--- config.mk ---
export PLATFORM = sky130hd
export DESIGN_NAME = icc_branch_unit_flat
export DESIGN_NICKNAME = d
export VERILOG_FILES = /design/src/rtl/icc_pkg.sv /design/src/rtl/icc_branch_unit_if.sv /design/src/rtl/icc_cond_eval.sv /design/src/rtl/icc_branch_unit.sv /design/src/flat_wrapper.sv
export SDC_FILE = /design/constraint.sdc
export NUM_CORES = 1
export LEC_CHECK = 0
export CAP_MARGIN = 20
export CORE_AREA = 3 3 40 42
export DETAILED_ROUTE_END_ITERATION = 6
export DIE_AREA = 0 0 43 45
export GPL_TIMING_DRIVEN = 0
export PLACE_DENSITY = 0.73
export SLEW_MARGIN = 10
export SYNTH_ARGS = -nofsm -noshare
export SYNTH_HDL_FRONTEND = slang
export SYNTH_HIERARCHICAL = 1
export SYNTH_SLANG_ARGS = --single-unit
--- constraint.sdc ---
create_clock -name clk -period 1.4 [get_ports clk]
set_input_delay 0.28 -clock clk [delete_from_list [all_inputs] [get_ports clk]]
set_output_delay 0.28 -clock clk [all_outputs]
set_load 0.01 [all_outputs]
--- src/rtl/icc_pkg.sv ---
// Shared encodings for the integer condition-code unit: Bicc cond field, annul FSM states, icc bit positions.
package icc_pkg;

    localparam int ICC_N = 3;
    localparam int ICC_Z = 2;
    localparam int ICC_V = 1;
    localparam int ICC_C = 0;

    typedef enum logic [3:0] {
        COND_BN   = 4'b0000,
        COND_BE   = 4'b0001,
        COND_BLE  = 4'b0010,
        COND_BL   = 4'b0011,
        COND_BLEU = 4'b0100,
        COND_BCS  = 4'b0101,
        COND_BNEG = 4'b0110,
        COND_BVS  = 4'b0111,
        COND_BA   = 4'b1000,
        COND_BNE  = 4'b1001,
        COND_BG   = 4'b1010,
        COND_BGE  = 4'b1011,
        COND_BGU  = 4'b1100,
        COND_BCC  = 4'b1101,
        COND_BPOS = 4'b1110,
        COND_BVC  = 4'b1111
    } cond_e;

    typedef enum logic [1:0] {
        ST_NORMAL = 2'd0,
        ST_DELAY  = 2'd1,
        ST_ANNUL  = 2'd2
    } state_e;

endpackage

--- src/rtl/icc_branch_unit_if.sv ---
// ALU/fetch-side bundle for the icc branch unit; fw_* flags exist only when ICC_BYPASS_EN is defined.
interface icc_branch_unit_if;
    logic       instr_valid;
    logic       icc_we;
    logic       n_in;
    logic       z_in;
    logic       v_in;
    logic       c_in;
    logic       is_bicc;
    logic [3:0] cond;
    logic       annul_bit;
`ifdef ICC_BYPASS_EN
    logic       fw_we;
    logic       fw_n;
    logic       fw_z;
    logic       fw_v;
    logic       fw_c;
`endif
    logic [3:0] icc;
    logic       carry_out;
    logic       branch_taken;
    logic       annul_slot;
    logic       dcti_err;

    modport master (
        output instr_valid, icc_we, n_in, z_in, v_in, c_in, is_bicc, cond, annul_bit,
`ifdef ICC_BYPASS_EN
        output fw_we, fw_n, fw_z, fw_v, fw_c,
`endif
        input  icc, carry_out, branch_taken, annul_slot, dcti_err
    );

    modport slave (
        input  instr_valid, icc_we, n_in, z_in, v_in, c_in, is_bicc, cond, annul_bit,
`ifdef ICC_BYPASS_EN
        input  fw_we, fw_n, fw_z, fw_v, fw_c,
`endif
        output icc, carry_out, branch_taken, annul_slot, dcti_err
    );
endinterface

--- src/rtl/icc_cond_eval.sv ---
// Evaluates a 4-bit Bicc-style cond field against {N,Z,V,C}.
// Latency: purely combinational. Backpressure: none.
module icc_cond_eval
    import icc_pkg::*;
(
    input  logic [3:0] icc,
    input  logic [3:0] cond,
    output logic       cond_true
);
    logic base;

    // Upper half of the encoding is the complement of the lower half (BN -> BA, BE -> BNE, ...).
    always_comb begin
        base = 1'b0;
        case (cond[2:0])
            3'd0: base = 1'b0;
            3'd1: base = icc[ICC_Z];
            3'd2: base = icc[ICC_Z] | (icc[ICC_N] ^ icc[ICC_V]);
            3'd3: base = icc[ICC_N] ^ icc[ICC_V];
            3'd4: base = icc[ICC_C] | icc[ICC_Z];
            3'd5: base = icc[ICC_C];
            3'd6: base = icc[ICC_N];
            3'd7: base = icc[ICC_V];
            default: base = 1'b0;
        endcase
    end

    assign cond_true = cond[3] ? ~base : base;
endmodule

--- src/rtl/icc_branch_unit.sv ---
// Holds icc, feeds carry back to the ALU, resolves Bicc taken/annul; optional ICC_BYPASS_EN forwards execute-stage flags.
// Latency: icc, dcti_err one cycle; branch_taken, annul_slot combinational on the current instruction.
// Backpressure: none; instr_valid=0 freezes all state for stalls of any length.
module icc_branch_unit
    import icc_pkg::*;
#(
    parameter logic [3:0] ICC_RESET = 4'b0000
) (
    input  logic               clk,
    input  logic               rst_n,
    icc_branch_unit_if.slave   bus
);
    state_e     state_q, state_d;
    logic [3:0] icc_q;
    logic [3:0] eval_icc;
    logic       cond_true;
    logic       annul_slot;
    logic       branch_taken;
    logic       dcti_d, dcti_q;

`ifdef ICC_BYPASS_EN
    assign eval_icc      = bus.fw_we ? {bus.fw_n, bus.fw_z, bus.fw_v, bus.fw_c} : icc_q;
    assign bus.carry_out = bus.fw_we ? bus.fw_c : icc_q[ICC_C];
`else
    assign eval_icc      = icc_q;
    assign bus.carry_out = icc_q[ICC_C];
`endif

    icc_cond_eval u_cond_eval (
        .icc       (eval_icc),
        .cond      (bus.cond),
        .cond_true (cond_true)
    );

    always_comb begin
        state_d      = state_q;
        annul_slot   = 1'b0;
        branch_taken = 1'b0;
        dcti_d       = 1'b0;
        if (bus.instr_valid) begin
            case (state_q)
                ST_NORMAL: begin
                    if (bus.is_bicc) begin
                        branch_taken = cond_true;
                        if (bus.annul_bit && (bus.cond == COND_BA || !cond_true))
                            state_d = ST_ANNUL;
                        else
                            state_d = ST_DELAY;
                    end
                end
                // A branch in the delay slot is a DCTI couple: flag it and never take it.
                ST_DELAY: begin
                    dcti_d  = bus.is_bicc;
                    state_d = ST_NORMAL;
                end
                ST_ANNUL: begin
                    annul_slot = 1'b1;
                    state_d    = ST_NORMAL;
                end
                default: state_d = ST_NORMAL;
            endcase
        end
    end

    always_ff @(posedge clk or negedge rst_n) begin
        if (!rst_n) begin
            state_q <= ST_NORMAL;
            icc_q   <= ICC_RESET;
            dcti_q  <= 1'b0;
        end else begin
            state_q <= state_d;
            dcti_q  <= dcti_d;
            if (bus.instr_valid && bus.icc_we && !annul_slot)
                icc_q <= {bus.n_in, bus.z_in, bus.v_in, bus.c_in};
        end
    end

    assign bus.icc          = icc_q;
    assign bus.branch_taken = branch_taken;
    assign bus.annul_slot   = annul_slot;
    assign bus.dcti_err     = dcti_q;
endmodule

--- src/flat_wrapper.sv ---
// flat-port wrapper written by rule: the top's interface ports become plain ports
module icc_branch_unit_flat import icc_pkg::*;
#(
    parameter logic [3:0] ICC_RESET = 4'b0000
)
  (clk, rst_n, bus_instr_valid, bus_icc_we, bus_n_in, bus_z_in, bus_v_in, bus_c_in, bus_is_bicc, bus_cond, bus_annul_bit, bus_icc, bus_carry_out, bus_branch_taken, bus_annul_slot, bus_dcti_err);
  icc_branch_unit_if bus_i ();
  input  logic clk;
  input  logic rst_n;
  input wire logic [$bits(bus_i.instr_valid)-1:0] bus_instr_valid;
  input wire logic [$bits(bus_i.icc_we)-1:0] bus_icc_we;
  input wire logic [$bits(bus_i.n_in)-1:0] bus_n_in;
  input wire logic [$bits(bus_i.z_in)-1:0] bus_z_in;
  input wire logic [$bits(bus_i.v_in)-1:0] bus_v_in;
  input wire logic [$bits(bus_i.c_in)-1:0] bus_c_in;
  input wire logic [$bits(bus_i.is_bicc)-1:0] bus_is_bicc;
  input wire logic [$bits(bus_i.cond)-1:0] bus_cond;
  input wire logic [$bits(bus_i.annul_bit)-1:0] bus_annul_bit;
  output wire logic [$bits(bus_i.icc)-1:0] bus_icc;
  output wire logic [$bits(bus_i.carry_out)-1:0] bus_carry_out;
  output wire logic [$bits(bus_i.branch_taken)-1:0] bus_branch_taken;
  output wire logic [$bits(bus_i.annul_slot)-1:0] bus_annul_slot;
  output wire logic [$bits(bus_i.dcti_err)-1:0] bus_dcti_err;
  assign bus_i.instr_valid = bus_instr_valid;
  assign bus_i.icc_we = bus_icc_we;
  assign bus_i.n_in = bus_n_in;
  assign bus_i.z_in = bus_z_in;
  assign bus_i.v_in = bus_v_in;
  assign bus_i.c_in = bus_c_in;
  assign bus_i.is_bicc = bus_is_bicc;
  assign bus_i.cond = bus_cond;
  assign bus_i.annul_bit = bus_annul_bit;
  assign bus_icc = bus_i.icc;
  assign bus_carry_out = bus_i.carry_out;
  assign bus_branch_taken = bus_i.branch_taken;
  assign bus_annul_slot = bus_i.annul_slot;
  assign bus_dcti_err = bus_i.dcti_err;
  icc_branch_unit #(.ICC_RESET(ICC_RESET)) u_core (.clk(clk), .rst_n(rst_n), .bus(bus_i));
endmodule
* Yosys cells after proc, flatten, opt, wreduce, memory -nomap -nowiden
Index checks and enable logic that the tools add are counted.
** Storage, ports and cells
- Bits of input ports :: 14
- Register bits :: 7
- Word-level logic and storage cells :: 39
- Output and inout port bits :: 8
** Operators by class
- Reduce and logical (&&, ||, !) cells :: 9
- Equality and inequality tests :: 11
- Bitwise operators :: 4
- Mux-type cells :: 12
** Operators by type and width (count)
- equality test 3 bit (second input constant) :: 4
- two-way mux 1 bit :: 8
- one-hot mux 1 bit (8 select lines) :: 1
- equality test 3 x 2 -> 1 bit (second input constant) :: 2
- two-way mux 2 bit :: 3
- equality test 4 bit (second input constant) :: 1
- equality test 3 x 1 -> 1 bit (second input constant) :: 1
- logical AND 1 bit :: 3
- zero test 3 bit :: 1
- equality test 2 x 1 -> 1 bit (second input constant) :: 1
- equality test 2 bit (second input constant) :: 1
- zero test 1 bit :: 2
- zero test 2 bit :: 1
- != test 2 bit (second input constant) :: 1
- OR 1 bit :: 2
- AND reduction 2 bit :: 1
- logical OR 1 bit :: 1
- inverter 1 bit :: 1
- bitwise XOR 1 bit :: 1

* Logic depth before layout (Yosys ltp)
- Depth in word-level cells :: 11
- Depth in mapped cells :: 6
- Mapped depth without buffers :: 6

* Cells and area by module
The synthesis kept the hierarchy.
** Modules (own cells, without submodules)
- icc_branch_unit :: cells each 26, area each 314.1 um^2, sequential area each 175.2 um^2, instances 1
- icc_cond_eval :: cells each 11, area each 71.3 um^2, sequential area each 0.0 um^2, instances 1

* Worst setup path after synthesis
No wires, ideal clock.
- Path kind :: reg-to-output
- Start :: register u_core.icc_q[1], in the netlist u_core/bus.icc[1]
- End :: output port bus_branch_taken
- Buffers on the path :: 0
- Stages on the path, launching flop included :: 6
- Data required time :: 1120 ps
- Path slack :: -58 ps
- Arrival :: 1178 ps
- Cell sequence :: dfrtp_1 -> xnor2_1 -> o211ai_1 -> a21oi_1 -> xnor2_1 -> and2_1
** Between the ends
- Word-level cells in the longest chain between the ends :: 8
** Ends and longest elaborated chain
- start: declaration :: line icc_branch_unit.sv:14 : logic [3:0] icc_q;
- start signal: assignment :: line icc_branch_unit.sv:74 : icc_q <= {bus.n_in, bus.z_in, bus.v_in, bus.c_in};
- bitwise XOR 1 bit :: line icc_cond_eval.sv:18, icc_cond_eval.sv:19
- OR 1 bit :: line icc_cond_eval.sv:18 : 3'd2: base = icc[ICC_Z] | (icc[ICC_N] ^ icc[ICC_V]);
- one-hot mux 1 bit (8 select lines) (*) :: line icc_cond_eval.sv:15 : case (cond[2:0])
- inverter 1 bit :: line icc_cond_eval.sv:28 : assign cond_true = cond[3] ? ~base : base;
- two-way mux 1 bit (*) :: line icc_cond_eval.sv:28
- named net u_core.cond_true :: line icc_branch_unit.sv:16 : logic cond_true;
- two-way mux 1 bit (*) :: line icc_branch_unit.sv:43 : if (bus.is_bicc) begin
- two-way mux 1 bit (*) :: line icc_branch_unit.sv:41 : case (state_q)
- two-way mux 1 bit (*) :: line icc_branch_unit.sv:40 : if (bus.instr_valid) begin
- end: declaration :: line flat_wrapper.sv:21 : output wire logic [$bits(bus_i.branch_taken)-1:0] bus_branch_taken;
The timed path passes the listed nets; every way through them passes the cells marked *.

* Worst setup path after layout
Ends and elaborated chain as after synthesis.

==> flow_summary.ini <==
[floorplanning]
dieArea_um2 = 1940
die_w_um = 43
start_util_pct = 30.0
core_area_um2 = 1280
pin_count = 22
num_rows = 13
die_h_um = 45

[cells_and_area]
nets = 85
syn2layout_area_growth_pct = 82.1
n_antenna_cell = 0
drive_above_1_share_pct = 40.0

[clocking]
insertion_delay_ps = 250
hold_buffers = 0
cts_sinks = 7
path_clk_slew_ps = 50
cts.path.max_buffers = 2
cts_tree = done
cts_buffers = 3
h-tree-depth = 1
ctsRootBufferMaster = clkbuf_4

[sta]
hold_viol_final = 0
finalCritPeriodShare_pct = 129
tns_ps = -635
relSlewSlack_pct = 80.0
drv_slew = 0
rsz0062_at_grt = yes
post-route-min-period_ps = 1810
max_freq_mhz = 552
setup_viol = 3
setup_slack_ps = -412
clock_skew_ps = 5.67
tightest_slew_ps = 298

[yosys]
synth_compound_area_share_pct = 17.5
synth_adder_area_share_pct = 0
synthMuxAreaShare_pct = 14.3
synth_cell_types = 20
synth_top_cell_by_area = dfrtp_1
synth_top_area_share_pct = 45.5
synth_top_family_by_area = compound AO/OA/AOI/OAI gates
syn_area_um2 = 385
ys_warn_count = 6
postSynthAreaPerCell_um2 = 10.4
ys_seq_elements = 7
syn_inst = 37
yosys-top-cells-area = dfrtp_1 45%, mux2_2 12%, a21oi_1 5.2%
synth_simple_gate_area_share_pct = 14.3
synth_xor_area_share_pct = 4.55
yosysSeqAreaShare_pct = 45.5
syn-num-nets = 51

[routing]
viasPerCell = 4.81
ant_nets = 0
vias = 409
drt_iter0_drc = 2
drtPass1Iterations = 2
detail_route.wl_per_cell_um = 12.5
drc_errors = 0
wirelength_mm = 1.06

[worst_setup_path]
reg2reg_depth = 7
critPathLaunchType = flip-flop
critPathCaptureType = output port
worst-path-max-fanout = 3
worstPathRequired_ps = 1120
cp.arrival_ps = 1530
critPathKind = flip-flop to output port

[power_and_ir_drop]
clkPwrFrac_pct = 23.9
p_switching_uw = 213
leakage_uw = 0.000336
p_total_uw = 745
combPwrFrac_pct = 40.5
p_sw_share_pct = 28.6
power_frac_seq_pct = 35.6
p_per_area_nw_per_um2 = 1060
vdd_drop_max_mv = 0.864
power.internal_uw = 532

[place]
portBuffers = 21
hpwl_um = 749
gp_congestion = 0.637

[run_status]
violations = setup timing
status = finished with violations

[grt]
grt_max_degree = 8
grt_pass1_vias = 430
track_usage_pct = 12.9
antenna_found_initial = 0
grt_pass1_wl_mm = 1.81
grt.overflow.total = 0

[worst_hold_path]
min_path_type = input port to async pin

[run]
cap_viol_max_count = 0
[worst max-delay path, cell delays in order (launching register included)]
cell and delay [ps]:
dfrtp_1 400, xnor2_1 130, o211ai_1 220, a21oi_2 80, xnor2_1 190, and2_1 150, buf_2 120
[layout by cell type (no fill, tap or decap), types with 2 or more instances in the layout]
cell type        n
buf_4            6
nor3_1           2
buf_2            3
a21oi_1          2
clkbuf_4         3
clkdlybuf4s50_1  9
a21oi_2          2
mux2_2           4
buf_6            4
xnor2_1          2
nand2_1          3
dlygate4sd2_1    6
dfrtp_1          6
[worst paths after layout]
check	start	slack (ps)	endpoint
min in group clk	bus_instr_valid	460	u_core/state_q[0]$_DFFE_PN0P_
max in group asynchronous	rst_n	870	u_core/state_q[1]$_DFFE_PN0P_
setup reg to reg	u_core/bus.icc[1]$_DFFE_PN0P_	-140	u_core/state_q[1]$_DFFE_PN0P_
hold / removal	rst_n	280	u_core/bus.icc[2]$_DFFE_PN0P_
setup / recovery	u_core/bus.icc[1]$_DFFE_PN0P_	-410	bus_branch_taken
hold reg to reg	u_core/state_q[1]$_DFFE_PN0P_	520	u_core/bus.dcti_err$_DFF_PN0_
[through the flow]
step | setup slack [ps] | hold slack (ps) | area, µm² | utilization [%] | instances
2_1_floorplan | -57.7 | -15.6 | 385 | - | 37
3_3_place_gp | -1020 | 518 | 614 | 47.8 | 73
3_5_place_dp | -1050 | 529 | 614 | 47.8 | 73
4_1_cts | -398 | 281 | 672 | 52.3 | 83
5_1_grt | -529 | 295 | 702 | 54.6 | 85
6_report | -412 | 280 | 702 | 54.6 | 85
[cells in the mapped netlist]
library cell  n
or4b_1        1
a21oi_1       4
a22o_2        1
a21boi_2      1
mux2i_1       1
o21ai_0       1
nand2_1       3
inv_1         2
nand3_1       1
dfrtp_1       7
or3_1         1
a211oi_1      1
o22ai_1       1
nor3_1        2
buf_4         1
o211ai_1      1
mux2_2        4
and3_1        1
xnor2_1       2
and2_1        1
[timing repair]
action | CTS | global route
resized for setup | 22 | 13
setup endpoints to repair | 13 | 6
pin swaps | 4 | 5
setup buffers | 6 | 3
[kinds of logic after synthesis]
logic type / count (synthesis)
AOI/OAI and AO/OA: 10
and+or+nand+nor: 10
DFF: 7
muxes: 5
buffers and inverters: 3
xor gates and xnor gates: 2
[power groups by stage]
stage | combinational, µW | clock (µW) | sequential [µW]
2_1_floorplan | 97.4 | 0 | 276
3_3_place_gp | 230 | 0 | 270
3_5_place_dp | 234 | 0 | 271
4_1_cts | 265 | 187 | 262
5_1_grt | 329 | 204 | 269
6_report | 302 | 178 | 265
[registers in the layout, summed over array words and instances, names as in the netlist]
name / cells
u_core/state_q: 2
u_core/bus.dcti_err: 1
u_core/bus.icc: 4
[layer usage]
layer,up-vias,wire length [µm],global-route usage (%),share of wire (%)
met4,0,14,7.23,1.3
li1,202,-,-,-
met1,189,442,13.9,42
met3,2,77,4.38,7.3
met5,-,0,0,0
met2,16,524,22.2,49
[cell type report]
type / count / area, µm²
Fill cell: 112 / 583
Clock buffer: 4 / 26.3
Inverter: 2 / 7.51
Multi-Input combinational cell: 27 / 208
Tap cell: 15 / 18.8
Timing Repair Buffer: 29 / 254
Sequential cell: 7 / 176
Buffer: 1 / 11.3
No activity file was read; power rests on OpenSTA's default activity.
